$ cat config.mk
export PLATFORM = sky130hd
export DESIGN_NAME = tohost_monitor
export DESIGN_NICKNAME = d
export VERILOG_FILES = /design/src/rtl/tohost_monitor.sv
export SDC_FILE = /design/constraint.sdc
export NUM_CORES = 1
export LEC_CHECK = 0
export ABC_AREA = 1
export CAP_MARGIN = 20
export CELL_PAD_IN_SITES_DETAIL_PLACEMENT = 1
export CELL_PAD_IN_SITES_GLOBAL_PLACEMENT = 2
export CORE_ASPECT_RATIO = 1.4
export CORE_MARGIN = 10
export CORE_UTILIZATION = 34
export DETAILED_ROUTE_END_ITERATION = 7
export DONT_BUFFER_PORTS = 1
export PLACE_DENSITY = 0.95
export SKIP_CTS_REPAIR_TIMING = 1
export SLEW_MARGIN = 30
export SYNTH_ARGS = -nofsm -noshare
export SYNTH_HDL_FRONTEND = slang
export SYNTH_SLANG_ARGS = --single-unit
$ cat constraint.sdc
create_clock -name clock -period 3.3 [get_ports clock]
set_clock_uncertainty 0.2 [all_clocks]
set_input_delay 0.495 -clock clock [delete_from_list [all_inputs] [get_ports clock]]
set_output_delay 0.495 -clock clock [all_outputs]
set_load 0.02 [all_outputs]
$ cat src/rtl/tohost_monitor.sv
// tohost completion monitor: snoops DUT stores to the tohost word and
// reports pass/fail, forwards host requests and returns fromhost pulses.
//
// Ports:
//   clock, reset          sole clock; synchronous active-high reset
//   wr_valid/addr/data    snooped DUT store beat (no backpressure)
//   req_valid/ready/bits  host request channel (raw tohost value)
//   resp_valid/ready/bits host response channel
//   fromhost_valid/data   one-cycle write of the host response
//   io_success            sticky pass
//   io_failure            sticky fail
//   timeout               failure was caused by the watchdog
//   exit_code             failure code
module tohost_monitor #(
  parameter int unsigned ADDR_W = 32,
  parameter logic [ADDR_W-1:0] TOHOST_ADDR = 32'h8000_1000,
  parameter int unsigned TIMEOUT_CYCLES = 0,
  parameter int unsigned CNT_W = 40
) (
  input  logic              clock,
  input  logic              reset,
  input  logic              wr_valid,
  input  logic [ADDR_W-1:0] wr_addr,
  input  logic [63:0]       wr_data,
  output logic              req_valid,
  input  logic              req_ready,
  output logic [63:0]       req_bits,
  input  logic              resp_valid,
  output logic              resp_ready,
  input  logic [63:0]       resp_bits,
  output logic              fromhost_valid,
  output logic [63:0]       fromhost_data,
  output logic              io_success,
  output logic              io_failure,
  output logic              timeout,
  output logic [31:0]       exit_code
);

  typedef enum logic [2:0] {
    S_IDLE,
    S_REQ,
    S_WAIT,
    S_PASS,
    S_FAIL
  } state_t;

  localparam bit WD_EN = (TIMEOUT_CYCLES != 0);
  localparam logic [CNT_W-1:0] LIMIT =
    CNT_W'(TIMEOUT_CYCLES) - CNT_W'(1);
  localparam logic [CNT_W-1:0] CNT_MAX = '1;
  localparam logic [31:0] CODE_PROTO = 32'hFFFF_FFFE;
  localparam logic [31:0] CODE_WD    = 32'hFFFF_FFFF;

  state_t            state_q, state_d;
  logic [63:0]       req_bits_q, req_bits_d;
  logic              fh_valid_q, fh_valid_d;
  logic [63:0]       fh_data_q, fh_data_d;
  logic [31:0]       code_q, code_d;
  logic              tmo_q, tmo_d;
  logic [CNT_W-1:0]  cnt_q, cnt_d;

  logic hit;
  logic active;
  logic expire;

  // Zero stores are the host clearing tohost, never a command.
  assign hit = wr_valid
             && (wr_addr == TOHOST_ADDR)
             && (wr_data != 64'd0);

  assign active = (state_q == S_IDLE)
               || (state_q == S_REQ)
               || (state_q == S_WAIT);

  assign expire = WD_EN && (cnt_q == LIMIT);

  always_comb begin
    state_d    = state_q;
    req_bits_d = req_bits_q;
    fh_valid_d = 1'b0;
    fh_data_d  = fh_data_q;
    code_d     = code_q;
    tmo_d      = tmo_q;
    cnt_d      = cnt_q;

    if (active && (cnt_q != CNT_MAX)) begin
      cnt_d = cnt_q + CNT_W'(1);
    end

    unique case (state_q)
      S_IDLE: begin
        if (hit) begin
          if (wr_data == 64'd1) begin
            state_d = S_PASS;
          end else if (wr_data[0]) begin
            state_d = S_FAIL;
            code_d  = wr_data[32:1];
          end else begin
            state_d    = S_REQ;
            req_bits_d = wr_data;
          end
        end else if (expire) begin
          state_d = S_FAIL;
          tmo_d   = 1'b1;
          code_d  = CODE_WD;
        end
      end
      S_REQ: begin
        if (hit) begin
          state_d = S_FAIL;
          code_d  = CODE_PROTO;
        end else if (expire) begin
          state_d = S_FAIL;
          tmo_d   = 1'b1;
          code_d  = CODE_WD;
        end else if (req_ready) begin
          state_d = S_WAIT;
        end
      end
      S_WAIT: begin
        // A hit beats a same-cycle response: no fromhost pulse.
        if (hit) begin
          state_d = S_FAIL;
          code_d  = CODE_PROTO;
        end else if (expire) begin
          state_d = S_FAIL;
          tmo_d   = 1'b1;
          code_d  = CODE_WD;
        end else if (resp_valid) begin
          state_d    = S_IDLE;
          fh_valid_d = 1'b1;
          fh_data_d  = resp_bits;
        end
      end
      default: begin
        state_d = state_q;
      end
    endcase
  end

  always_ff @(posedge clock) begin
    if (reset) begin
      state_q    <= S_IDLE;
      req_bits_q <= '0;
      fh_valid_q <= 1'b0;
      fh_data_q  <= '0;
      code_q     <= '0;
      tmo_q      <= 1'b0;
      cnt_q      <= '0;
    end else begin
      state_q    <= state_d;
      req_bits_q <= req_bits_d;
      fh_valid_q <= fh_valid_d;
      fh_data_q  <= fh_data_d;
      code_q     <= code_d;
      tmo_q      <= tmo_d;
      cnt_q      <= cnt_d;
    end
  end

  assign req_valid      = (state_q == S_REQ);
  assign resp_ready     = (state_q == S_WAIT);
  assign req_bits       = req_bits_q;
  assign fromhost_valid = fh_valid_q;
  assign fromhost_data  = fh_data_q;
  assign io_success     = (state_q == S_PASS);
  assign io_failure     = (state_q == S_FAIL);
  assign timeout        = tmo_q;
  assign exit_code      = code_q;

endmodule

======== Yosys cells after proc, flatten, opt, wreduce, memory -nomap -nowiden ========
Index checks and enable logic that the tools add are counted.
Widths: inputs -> output; s select.
storage, ports and cells
  register bits ........................... 163
  input port bits ......................... 165
  output and inout port bits .............. 166
  logic and storage cells ................. 47
cells by class
  equality and inequality tests ........... 12
  muxes and demuxes ....................... 14
  bitwise operators ....................... 4
  reduce and logical (&&, ||, !) cells .... 12
operators by type and width
  operator              count
  $mux 32               4
  $eq 64x1->1 const B   1
  $pmux 32 s2           1
  $reduce_bool 64->1    1
  $eq 32x32->1 const B  1
  $mux 3                7
  $pmux 3 s3            1
  $reduce_and 4->1      2
  $eq 3x2->1 const B    2
  $ne 2x2->1 const B    3
  $reduce_and 5->1      1
  $not 1->1             4
  $eq 3x1->1 const B    1
  $eq 3x3->1 const B    1
  $logic_not 3->1       1
  $ne 3x1->1 const B    1
  $ne 3x2->1 const B    1
  $reduce_and 3->1      1
  $reduce_bool 3->1     1
  $reduce_or 3->1       1
  $logic_and 1x1->1     2
  $ne 2x1->1 const B    1
  $reduce_bool 2->1     1
  $reduce_or 2->1       1
  $mux 1                1

======== Longest topological paths before layout ========
  word-level depth ........................ 5
  mapped depth ............................ 13
  gate-level depth less buffers ........... 12

======== Least setup slack after synthesis ========
Ideal clock, no wire load.
  kind .................................... input-to-reg
  start ................................... in wr_addr[3]
  end ..................................... reg req_bits_q[23], in the netlist req_bits[23]
  setup time .............................. 113 ps
  arrival time ............................ 1631 ps
  required time ........................... 2987 ps
  slack ................................... 1357 ps
  stages .................................. 9
  path buffers ............................ 2
  path through ............................ nor2_1 nand3_1 nand3b_1 nor2_2 nand4_2 buf_6 buf_4 nor2_1 nor2_1
on the way
  longest elaborated chain between the ends .. 4
ends and longest elaborated chain
  element                     RTL line  text
  start, declared             23        input logic [ADDR_W-1:0] wr_addr,
  $eq 32x32->1                68        && (wr_addr == TOHOST_ADDR)
  $logic_and 1x1->1           68
  $logic_and 1x1->1           69        && (wr_data != 64'd0);
  $reduce_and 4->1 (no line)  --
  end signal, assigned        152       req_bits_q <= req_bits_d;
  end, declared               55        logic [63:0] req_bits_q, req_bits_d;
Every way passes these cells.
A chain may end at the register's enable or synchronous reset.

======== Worst setup path in the final report ========
  start ................................... reg state_q[0]
  end ..................................... reg code_q[12], in the netlist exit_code[12]
on the way
  longest elaborated chain between the ends .. 4
  elaborated cells between the ends (all ways) .. 11
  those cells by class .................... 6 x eq/ne; 1 x mux; 4 x reduce/logical
ends and longest elaborated chain
  element                                                           RTL line  text
  start, declared                                                   54        state_t state_q, state_d;
  start signal, assigned                                            151       state_q <= state_d;
  $eq 3x1->1 / $eq 3x2->1 (equally long branches)                   90        unique case (state_q)
  $reduce_or 2->1 (no line)                                         --
  $ne 2x1->1 (no line) / $reduce_bool 2->1 (equally long branches)  --
  $reduce_and 5->1 (no line)                                        --
  end signal, assigned                                              155       code_q <= code_d;
  end, declared                                                     58        logic [31:0] code_q, code_d;
Several ways; a longest one is shown, not always the timed one.

==> reports/results.ini <==
[synthesis]
avgSynthCellArea_sq_um = 6.60
synth.area.top_cells = dfxtp_1 (46%), nor2_1 (16%), nand2_1 (14%), nand3_1 (7.5%), a21oi_1 (4.8%)
yosys.area.top_type_share = 0.462
ys_ff_latch = 163
synthCells = 1071
ys.flop_type = dfxtp_1
ys_warn_count = 0
syn-cell-area_sq_um = 7060
async_reset_ff_frac = 0
yosysSeqAreaShare = 0.462
synth_cell_types = 24
synth_common_cells = nor2_1 (301), nand2_1 (268), dfxtp_1 (163), nand3_1 (106), inv_1 (82)
synth_edf_count = 0
yosysMostFrequentCell = nor2_1
synth_top_cell_by_area = dfxtp_1

[setup_path]
regToRegStartpoint = state_q[0]
startpoint_type = register
path_max_fanout = 32
ff2ff_setup_slack_ns = 0.94
r2r_cells = 6
critPathCaptureType = register
required_ns = 3.42
critical_path.endpoint = exit_code[12]
regToRegEndpoint = exit_code[12]
arrival_ns = 2.48
crit_type = reg2reg
startpoint = state_q[0]

[die]
dieArea_sq_um = 27000
die_w_microns = 142
core-area_sq_um = 20500
num_rows = 62
start_util = 0.345
die_y_microns = 191
io_pins = 331

[min_path]
hold_class = in2reg

[timing]
fin_crit_ns = 2.36
max_freq_ghz = 0.423
period_share = 0.716
fin_setup_tns_ns = 0
hold_viol_final = 0
finalSetupViolations = 0
slew_viol_final = 0
rsz0062_at_grt = false
relSlewSlack = 0.460
worst_pin_slew_ns = 0.804

[final_layout]
n_antenna_cell = 0
drive_gt1_frac = 0.0527
instances_no_fill = 1318
area_growth_pct = 12.0
nets = 1216

[clocking]
root_buffer = clkbuf_16
clk_pin_slew_ns = 0.06
cts_tree = done
cts_buffers = 17
cts_sinks = 163
clk_latency_ns = 0.41
clk_path_buf_depth = 2
htreeDepth = 4

[grt]
antenna_found_initial = 0
grt_max_degree = 69
grt_usage = 0.171
gr-total-overflow = 0
grt_pass1_vias = 6392
grt_pass1_wl_microns = 36500

[placement]
port_buffers = 0
globalplace.congestion = 0.831
hpwl_microns = 18700
placed_cells = 1275

[run]
cap_violations = 0

[route]
avgViaCountPerCell = 4.94
vias = 6514
drc_errors = 0
totalWireLength_microns = 24500
postRouteAntennaNets = 0
dr.first_iter.drc_count = 201
wl_per_cell_microns = 18.6
drtPass1Iterations = 4

[pwr]
p_leak_nw = 3.38
power_density_nw_per_um2 = 543
ir_drop_v = 0.000298

[run_status]
status = finished clean

## flip-flops by register name, indices dropped and copies added, names as in the netlist
signal / flops
fromhost_data: 64
req_bits: 63
exit_code: 32
state_q: 3
fromhost_valid: 1
## stage by stage
step                setup slack [ns]  hold WS, ns  utilization  area (sq um)  total power [mW]
floorplan                       1.36        0.315            -          7070              2.32
global placement               0.683        0.345        0.350          7170              2.39
detailed placement             0.680        0.357        0.351          7200              2.39
CTS                            0.818      -0.0851        0.379          7760              4.36
global route                   0.657      0.00102        0.386          7910              4.50
finish                         0.937       0.0113        0.386          7910              4.30
## where the power goes
group | total [mW] | internal (mW) | leakage (nW) | switching, mW
logic | 0.347 | 0.0995 | 1.79 | 0.248
registers | 2.02 | 1.99 | 1.31 | 0.0328
clock network | 1.93 | 1.14 | 0.270 | 0.792
## cell families after synthesis
| logic type | Yosys count | share of synthesized area |
|---|---|---|
| AOI/OAI and AO/OA | 70 | 0.0512 |
| buffers and inverters | 148 | 0.0941 |
| DFF | 163 | 0.462 |
| other | 1 | 0.000531 |
| and+or+nand+nor | 689 | 0.392 |
## critical path, stage by stage, from the launching register on
cell and delay (ns):
dfxtp_1 0.36, nor3_2 0.51, nor2_1 0.18, nor2_4 0.67
nand3_1 0.18, nand2_1 0.11, nor2_1 0.04
## layout make-up
class,count,area [sq um]
repair buffers,25,283
flip-flops and latches,163,3260
fillers,2635,12600
multi-input cells,761,3160
inverters,83,313
clock buffers,20,457
clock inverters,10,110
well taps,256,320
## metal layers
metal / GRT usage / share of wire / vias up
met5: 0 / 0 / -
met1: 0.166 / 0.36 / 2999
met3: 0.104 / 0.14 / 21
met4: 0.0504 / 0.015 / 0
met2: 0.295 / 0.49 / 250
li1: - / - / 3244
## placed cells by master (no fill, tap or decap), types with 4 or more instances in the layout
cell type      netlist  final
a21oi_1             68     68
clkinvlp_4           0      4
inv_1               82     82
clkbuf_16            0     17
nor2_1             301    300
dlygate4sd3_1        0     12
buf_4               19      9
nand2_1            268    267
clkinv_2             0      5
dfxtp_1            163    163
nand2_2              3      4
nand3_1            106    106
## worst min path at each step
| stage | from | endpoint | slack [ns] | cells past startpoint |
|---|---|---|---|---|
| floorplan | state_q[2] | state_q[2] | 0.32 | 2 |
| global placement | state_q[2] | state_q[2] | 0.35 | 2 |
| detailed placement | fromhost_data[21] | fromhost_data[21] | 0.36 | 2 |
| CTS | reset | fromhost_data[60] | -0.09 | 1 |
| global route | wr_data[60] | req_bits[60] | 0.001 | 2 |
| finish | wr_data[62] | req_bits[62] | 0.01 | 2 |
No activity file was read; power rests on OpenSTA's default activity.
